`src/rtl/uart_cfg_pkg.sv`:
```
// Shared definitions for the multi-channel UART configuration register file.
// Contents:
//   - Register address map constants.
//   - Reset defaults.
//   - The packed per-channel configuration record.
//   - The encoding of the access FSM states.
package uart_cfg_pkg;

    localparam logic [3:0] ADDR_RST_DEF = 4'h0;
    localparam logic [3:0] ADDR_PARITY  = 4'h1;
    localparam logic [3:0] ADDR_PTYPE   = 4'h2;
    localparam logic [3:0] ADDR_STOP    = 4'h3;
    localparam logic [3:0] ADDR_FLEN    = 4'h4;
    localparam logic [3:0] ADDR_STATUS  = 4'h5;

    localparam logic       DEF_PARITY = 1'b1;
    localparam logic       DEF_PTYPE  = 1'b0;
    localparam logic       DEF_STOP   = 1'b0;
    localparam logic [3:0] DEF_FLEN   = 4'd8;

    typedef struct packed {
        logic       parity;
        logic       parity_type;
        logic       stop_bits;
        logic [3:0] frame_length;
    } ch_cfg_t;

    localparam ch_cfg_t CFG_DEFAULT = '{
        parity:       DEF_PARITY,
        parity_type:  DEF_PTYPE,
        stop_bits:    DEF_STOP,
        frame_length: DEF_FLEN
    };

    typedef enum logic {
        ST_IDLE = 1'b0,
        ST_RESP = 1'b1
    } acc_state_t;

endpackage

```
`src/rtl/uart_cfg_channel.sv`:
```
// One channel's configuration storage.
// The channel keeps two copies of its configuration:
//   - shadow: the copy that accesses write into.
//   - active: the copy that drives the UART.
// It also keeps a pending flag. While the flag is set and the channel is not
// busy, shadow is copied to active, and cfg_update_o pulses the following cycle.
// Ports:
//   clk_16bd, rst    clock and synchronous active-high reset
//   wr_en_i          load wr_cfg_i into shadow and mark pending
//   wr_cfg_i         full new shadow value (prepared by the top level)
//   busy_i           frame in progress; holds off commit
//   shadow_o         current shadow copy
//   active_o         current live configuration
//   pending_o        shadow not yet committed
//   cfg_update_o     one-cycle pulse after a commit
module uart_cfg_channel
    import uart_cfg_pkg::*;
(
    input  logic    clk_16bd,
    input  logic    rst,
    input  logic    wr_en_i,
    input  ch_cfg_t wr_cfg_i,
    input  logic    busy_i,
    output ch_cfg_t shadow_o,
    output ch_cfg_t active_o,
    output logic    pending_o,
    output logic    cfg_update_o
);

    ch_cfg_t shadow_q, shadow_d;
    ch_cfg_t active_q, active_d;
    logic    pending_q, pending_d;
    logic    update_q;
    logic    commit;

    // Commit uses the shadow as it stood before any write in the same cycle.
    // A same-cycle write keeps pending set, so the newer value commits later.
    always_comb begin
        commit    = pending_q & ~busy_i;
        active_d  = commit  ? shadow_q : active_q;
        shadow_d  = wr_en_i ? wr_cfg_i : shadow_q;
        pending_d = wr_en_i | (pending_q & ~commit);
    end

    always_ff @(posedge clk_16bd) begin
        if (rst) begin
            shadow_q  <= CFG_DEFAULT;
            active_q  <= CFG_DEFAULT;
            pending_q <= 1'b0;
            update_q  <= 1'b0;
        end else begin
            shadow_q  <= shadow_d;
            active_q  <= active_d;
            pending_q <= pending_d;
            update_q  <= commit;
        end
    end

    assign shadow_o     = shadow_q;
    assign active_o     = active_q;
    assign pending_o    = pending_q;
    assign cfg_update_o = update_q;

endmodule

```
`src/rtl/uart_cfg_regfile.sv`:
```
// Multi-channel UART configuration register file on the clk_16bd domain.
// A single valid/ack access port reads and writes the shadow configuration of
// the channel selected by ch_sel. Each channel commits its shadow to its live
// outputs only while its busy bit is low.
// Ports:
//   clk_16bd, rst          clock and synchronous active-high reset
//   valid, rw              access request; rw=1 read, rw=0 write
//   ch_sel, address, data  target channel, register address, write data
//   busy                   per-channel frame in progress
//   ack, err               one-cycle acknowledge and error flag
//   data_out_valid         read data qualifier
//   data_out               read data (zero unless data_out_valid)
//   cfg_update             per-channel commit pulse
//   parity, parity_type    live configuration, one bit per channel
//   stop_bits              live configuration, one bit per channel
//   frame_length           live configuration, channel i at [4i+3:4i]
module uart_cfg_regfile
    import uart_cfg_pkg::*;
#(
    parameter int CH_W   = 1,
    parameter int DATA_W = 4,
    parameter int FL_MIN = 5,
    parameter int FL_MAX = 9
) (
    input  logic                  clk_16bd,
    input  logic                  rst,
    input  logic                  valid,
    input  logic                  rw,
    input  logic [CH_W-1:0]       ch_sel,
    input  logic [3:0]            address,
    input  logic [DATA_W-1:0]     data,
    input  logic [(2**CH_W)-1:0]  busy,
    output logic                  ack,
    output logic                  err,
    output logic                  data_out_valid,
    output logic [DATA_W-1:0]     data_out,
    output logic [(2**CH_W)-1:0]  cfg_update,
    output logic [(2**CH_W)-1:0]  parity,
    output logic [(2**CH_W)-1:0]  parity_type,
    output logic [(2**CH_W)-1:0]  stop_bits,
    output logic [4*(2**CH_W)-1:0] frame_length
);

    localparam int CH = 2**CH_W;

    acc_state_t        state_q;
    logic              ack_q, err_q, dov_q;
    logic [DATA_W-1:0] dout_q;

    ch_cfg_t           shadow [CH];
    ch_cfg_t           active [CH];
    logic [CH-1:0]     pending;
    logic [CH-1:0]     ch_wr_en;

    ch_cfg_t           sel_shadow;
    ch_cfg_t           wr_cfg;
    logic              wr_ok, rd_ok, accept;
    logic [DATA_W-1:0] rd_val;

    // Address decode. Writes are prepared as a complete new shadow record,
    // so each channel only has to load it.
    always_comb begin
        sel_shadow = shadow[ch_sel];
        wr_cfg     = sel_shadow;
        wr_ok      = 1'b0;
        rd_ok      = 1'b0;
        rd_val     = '0;
        unique case (address)
            ADDR_RST_DEF: begin
                if (!rw) begin
                    wr_ok  = 1'b1;
                    wr_cfg = CFG_DEFAULT;
                end
            end
            ADDR_PARITY: begin
                if (rw) begin
                    rd_ok     = 1'b1;
                    rd_val[0] = sel_shadow.parity;
                end else begin
                    wr_ok         = 1'b1;
                    wr_cfg.parity = data[0];
                end
            end
            ADDR_PTYPE: begin
                if (rw) begin
                    rd_ok     = 1'b1;
                    rd_val[0] = sel_shadow.parity_type;
                end else begin
                    wr_ok              = 1'b1;
                    wr_cfg.parity_type = data[0];
                end
            end
            ADDR_STOP: begin
                if (rw) begin
                    rd_ok     = 1'b1;
                    rd_val[0] = sel_shadow.stop_bits;
                end else begin
                    wr_ok            = 1'b1;
                    wr_cfg.stop_bits = data[0];
                end
            end
            ADDR_FLEN: begin
                if (rw) begin
                    rd_ok       = 1'b1;
                    rd_val[3:0] = sel_shadow.frame_length;
                end else if ((int'(data[3:0]) >= FL_MIN) && (int'(data[3:0]) <= FL_MAX)) begin
                    wr_ok               = 1'b1;
                    wr_cfg.frame_length = data[3:0];
                end
            end
            ADDR_STATUS: begin
                if (rw) begin
                    rd_ok     = 1'b1;
                    rd_val[0] = pending[ch_sel];
                    rd_val[1] = busy[ch_sel];
                end
            end
            default: ;
        endcase
    end

    assign accept = (state_q == ST_IDLE) && valid;

    always_comb begin
        for (int i = 0; i < CH; i++) begin
            ch_wr_en[i] = accept && !rw && wr_ok && (ch_sel == CH_W'(i));
        end
    end

    // Access FSM with registered response. The response is decided in the
    // request cycle and presented for the one RESP cycle.
    always_ff @(posedge clk_16bd) begin
        if (rst) begin
            state_q <= ST_IDLE;
            ack_q   <= 1'b0;
            err_q   <= 1'b0;
            dov_q   <= 1'b0;
            dout_q  <= '0;
        end else begin
            unique case (state_q)
                ST_IDLE: begin
                    if (valid) begin
                        state_q <= ST_RESP;
                        ack_q   <= 1'b1;
                        err_q   <= !(rd_ok || wr_ok);
                        dov_q   <= rd_ok;
                        dout_q  <= rd_ok ? rd_val : '0;
                    end
                end
                ST_RESP: begin
                    state_q <= ST_IDLE;
                    ack_q   <= 1'b0;
                    err_q   <= 1'b0;
                    dov_q   <= 1'b0;
                    dout_q  <= '0;
                end
                default: state_q <= ST_IDLE;
            endcase
        end
    end

    for (genvar g = 0; g < CH; g++) begin : g_ch
        uart_cfg_channel u_ch (
            .clk_16bd     (clk_16bd),
            .rst          (rst),
            .wr_en_i      (ch_wr_en[g]),
            .wr_cfg_i     (wr_cfg),
            .busy_i       (busy[g]),
            .shadow_o     (shadow[g]),
            .active_o     (active[g]),
            .pending_o    (pending[g]),
            .cfg_update_o (cfg_update[g])
        );

        assign parity[g]               = active[g].parity;
        assign parity_type[g]          = active[g].parity_type;
        assign stop_bits[g]            = active[g].stop_bits;
        assign frame_length[4*g +: 4]  = active[g].frame_length;
    end

    assign ack            = ack_q;
    assign err            = err_q;
    assign data_out_valid = dov_q;
    assign data_out       = dout_q;

endmodule

```
`config.mk`:
```
export PLATFORM = sky130hd
export DESIGN_NAME = uart_cfg_regfile
export DESIGN_NICKNAME = d
export VERILOG_FILES = /design/src/rtl/uart_cfg_pkg.sv /design/src/rtl/uart_cfg_channel.sv /design/src/rtl/uart_cfg_regfile.sv
export SDC_FILE = /design/constraint.sdc
export NUM_CORES = 1
export LEC_CHECK = 0
export ABC_CLOCK_PERIOD_IN_PS = 2200
export CORE_AREA = 2 2 66 68
export CTS_CLUSTER_SIZE = 30
export DETAILED_ROUTE_END_ITERATION = 16
export DIE_AREA = 0 0 68 70
export HOLD_SLACK_MARGIN = 0.02
export PLACE_DENSITY = 0.75
export SETUP_SLACK_MARGIN = 0.05
export SYNTH_ARGS = -nofsm -noshare
export SYNTH_HDL_FRONTEND = slang
export SYNTH_SLANG_ARGS = --single-unit
```
`constraint.sdc`:
```
create_clock -name clk_16bd -period 2.2 [get_ports clk_16bd]
set_input_delay 0.44 -clock clk_16bd [delete_from_list [all_inputs] [get_ports clk_16bd]]
set_output_delay 0.44 -clock clk_16bd [all_outputs]
set_load 0.03 [all_outputs]
```
==> results.md, run 1 <==
- H-tree depth: 2
- DRC: 0
- Fin nets: 290
- Final setup vio count: 0
- Maxcap violations: 0
- Mapped Nets: about 240
- Final period utilization: 0.942
- Starting DRT DRC Count: roughly 150
- XOR/XNOR share of the synthesized area: 0
- Skew final: roughly 0.0040 ns
- Synth cell types: 43
- Drt wl/cell: roughly 14 um
- Hold Fails Final Rpt: 0
- Post-Synth Adder-Cell Area: 0
- Final Power: 1.56 mW
- CTS root buffer: clkbuf_8
- Core area: about 4100 um2
- Worst hold margin: roughly 0.46 ns
- Vias in the first global route: between 1,500 and 2,000
- Via Count: ~1,800
- Final antenna-violating net count: 0
- Seq pwr share: 0.472
- Crit path cell chain: clkdlybuf4s50_1, buf_4, mux4_2, nor4b_1, a221o_1, a31oi_1, nor4_1
- Setup TNS: 0 ns
- Power Internal: between 1 and 1.5 mW
- Synth Register Bits: 40
- Dpl hpwl: ~3500 um
- Starting Density: 0.466
- TritonCTS clock tree: built
- Critical path fanouts, max: 4
- Critical Path RT: ~2.4 ns
- Clk network pwr share: 0.409
- Antenna fix cells: 0
- Largest family of logic cells by synthesized area: simple AND/OR/NAND/NOR gates
- EDFF count, synth: 0
- Total wire length: between 4000 and 5000 um
- Clk pin slew, worst setup/hold paths: about 0.080 ns
- Core Util, Final: 0.635
- Number of port buffers: 37
- Synth Instances: 220
- Reg-to-Reg Start: state_q
- Routability cong.: 0.835
- Most frequent cells in the layout: 40 x dfxtp_1, 37 x clkdlybuf4s50_1, 36 x nand2_1, 29 x buf_4, 25 x nor2_1
- Die Ht: about 70 um
- First-pass DRT Iterations: 4
- Post-route minimum period: a little over 2 ns
- Worst hold path class: reg2reg
- Post-synth top flop: dfxtp_1
- CP startpoint: address[2]
- NetSw: between 300 and 400 uW
- Std cell rows: 24
- Final Instance Area: ~2600 um2
- Post-Synth Simple-Gate Area: 0.241
- Combinational power share: 0.119
- Post CTS Setup Buffer Count: 0
- Outcome: complete, no violations
- Placed cell count: 320
- Hold-fix buffers, CTS: 0
- Slew Viols, Final: 0
- Startpoint Class: primary input
- Least-Margin Pin Slew: 0.484 ns
- Total GRT Usage: 0.215
- Slowest cell on crit path: mux4_2
- Total clock sinks: 40
- Synthesis-to-finish area growth: 36.4%
- Avg Cell Area, Syn: 8.77 um2
- Ys Warns: 0
- Vias/cell: approximately 5.5
- Switch share: 0.236
- Die Span X: 68 um
- Critical path class: in2reg
- Nature of the critical path endpoint: register
- Max clock buf depth: 2
- Grt total ovfl: 0
- Ports: 38
- Antenna violations before repair: 0
- Layout cells sized above 1: 0.181
- CP Data Arrival Time: ~2.3 ns
- RSZ-0062 raised after global routing: false
- First-pass GRT wire length: around 7900 um
- Dpl ws: -0.240 ns
- Commonest non-fill, non-tap cell in the layout: dfxtp_1
- Max-slew headroom: 0.677
- Largest net degree at the start of global routing: 18
- PnR worst setup slack: 0.128 ns
- Synth Cell Area: approximately 1900 um2
- Post-place instance area: 2490 um2
- Clock latency on the worst-skew pair: approximately 0.3 ns
- Async SR Flop Fraction: 0
- Synth Area in Compound Gates: 0.165
- Die footprint: 4760 um2
- Worst vdd rail ir drop: around 0.00026 V
- Max Freq: just under 0.5 GHz
- Post-CTS Resized: 0
- Static leakage: 1.04 nW
- Final std cells w/o fill: about 330
- Worst path max stage delay: roughly 0.5 ns
- Mux cell area share after synthesis: 0.125
- Post-synthesis sequential area ratio: 0.415
- Num CTS Buffers: 5
- Power Density: 594 nW/um2
- Worst hold start: g_ch[0].u_ch.active_o[2]
## synthesized netlist by cell type (2+ instances only)
library cell | instances | share of area
dfxtp_1 | 40 | 0.42
nand2_1 | 36 | 0.070
nor2_1 | 25 | 0.049
a21oi_1 | 16 | 0.042
mux2i_1 | 14 | 0.073
clkbuf_1 | 10 | 0.019
nand3b_1 | 7 | 0.027
nand2b_1 | 6 | 0.019
nor3_1 | 5 | 0.013
o21ai_1 | 4 | 0.010
a221o_1 | 3 | 0.016
a22oi_1 | 3 | 0.012
buf_2 | 3 | 0.0078
inv_1 | 3 | 0.0058
mux2_2 | 3 | 0.018
mux4_2 | 3 | 0.035
nor2b_1 | 3 | 0.0097
o21ai_0 | 3 | 0.0078
a211o_1 | 2 | 0.0091
buf_4 | 2 | 0.0078
buf_6 | 2 | 0.012
nand3_1 | 2 | 0.0052
nor4_1 | 2 | 0.0065
nor4b_1 | 2 | 0.0091
o2111ai_1 | 2 | 0.0091
o211ai_1 | 2 | 0.0078
## registers in the layout, indices dropped and copies added, names as in the netlist
| signal | flops |
|---|---|
| g_ch.u_ch.active_o | 14 |
| data_out_valid | 1 |
| state_q | 1 |
| err | 1 |
| g_ch.u_ch.shadow_o | 14 |
| g_ch.u_ch.pending_o | 2 |
| g_ch.u_ch.cfg_update_o | 2 |
| ack | 1 |
| data_out | 4 |
## layer usage
layer	share of wire	vias to the layer above	track usage
li1	-	880	-
met1	0.45	877	0.282
met3	0.043	11	0.0451
met2	0.49	45	0.344
met4	0.019	0	0.0778
met5	0	-	0
## power groups by stage
| stage | registers [mW] | clock network (mW) | logic [mW] |
|---|---|---|---|
| 2_1_floorplan | 0.761 | 0 | 0.0845 |
| 3_3_place_gp | 0.754 | 0 | 0.177 |
| 3_5_place_dp | 0.754 | 0 | 0.179 |
| 4_1_cts | 0.738 | 0.643 | 0.180 |
| 5_1_grt | 0.739 | 0.674 | 0.198 |
| 6_report | 0.738 | 0.640 | 0.186 |
## worst paths after layout
kind	cells after the start	slack, ns	end
setup reg to reg	6	0.52	g_ch[0].u_ch.shadow_o[6]
hold / removal	2	0.46	g_ch[0].u_ch.active_o[2]
setup / recovery	7	0.13	data_out[0]
hold reg to reg	2	0.46	g_ch[0].u_ch.active_o[2]
## worst max-delay path, delay by kind of cell
kind                   cells  cell delay [ns]
and+or+nand+nor            2             0.24
AOI/OAI and AO/OA          2             0.47
buffers and inverters      2             0.61
muxes                      1             0.50
## cell type report
cell class	instances	area, um2
sequential	40	801
clock buffer	6	82.6
inverter	3	11.3
multi-input combinational	159	1050
tap	52	65.1
clock inverter	2	38.8
fill	356	1510
timing repair buffer	66	588
## cell families (layout without fill, tap and decap cells)
kind of cell / count (synthesis) / after routing
DFF: 40 / 40
AOI/OAI and AO/OA: 46 / 46
muxes: 20 / 20
and+or+nand+nor: 93 / 93
buffers and inverters: 21 / 77
Note: power is estimated with default switching activity, not from simulation.
==> run 2, diff against run 1 <==
--- a/config.mk
+++ b/config.mk
@@ -7,6 +7,7 @@
 export LEC_CHECK = 0
 export ABC_CLOCK_PERIOD_IN_PS = 2200
 export CORE_AREA = 2 2 66 68
+export CTS_CLUSTER_DIAMETER = 30
 export CTS_CLUSTER_SIZE = 30
 export DETAILED_ROUTE_END_ITERATION = 16
 export DIE_AREA = 0 0 68 70
==> results of run 2 <==
Final layout, timing and power as in run 1 (identical DEF).
==> run 3, diff against run 2 <==
--- a/config.mk
+++ b/config.mk
@@ -5,6 +5,7 @@
 export SDC_FILE = /design/constraint.sdc
 export NUM_CORES = 1
 export LEC_CHECK = 0
+export ABC_AREA = 0
 export ABC_CLOCK_PERIOD_IN_PS = 2200
 export CORE_AREA = 2 2 66 68
 export CTS_CLUSTER_DIAMETER = 30
==> results of run 3 <==
Final layout, timing and power as in run 1 (identical DEF).
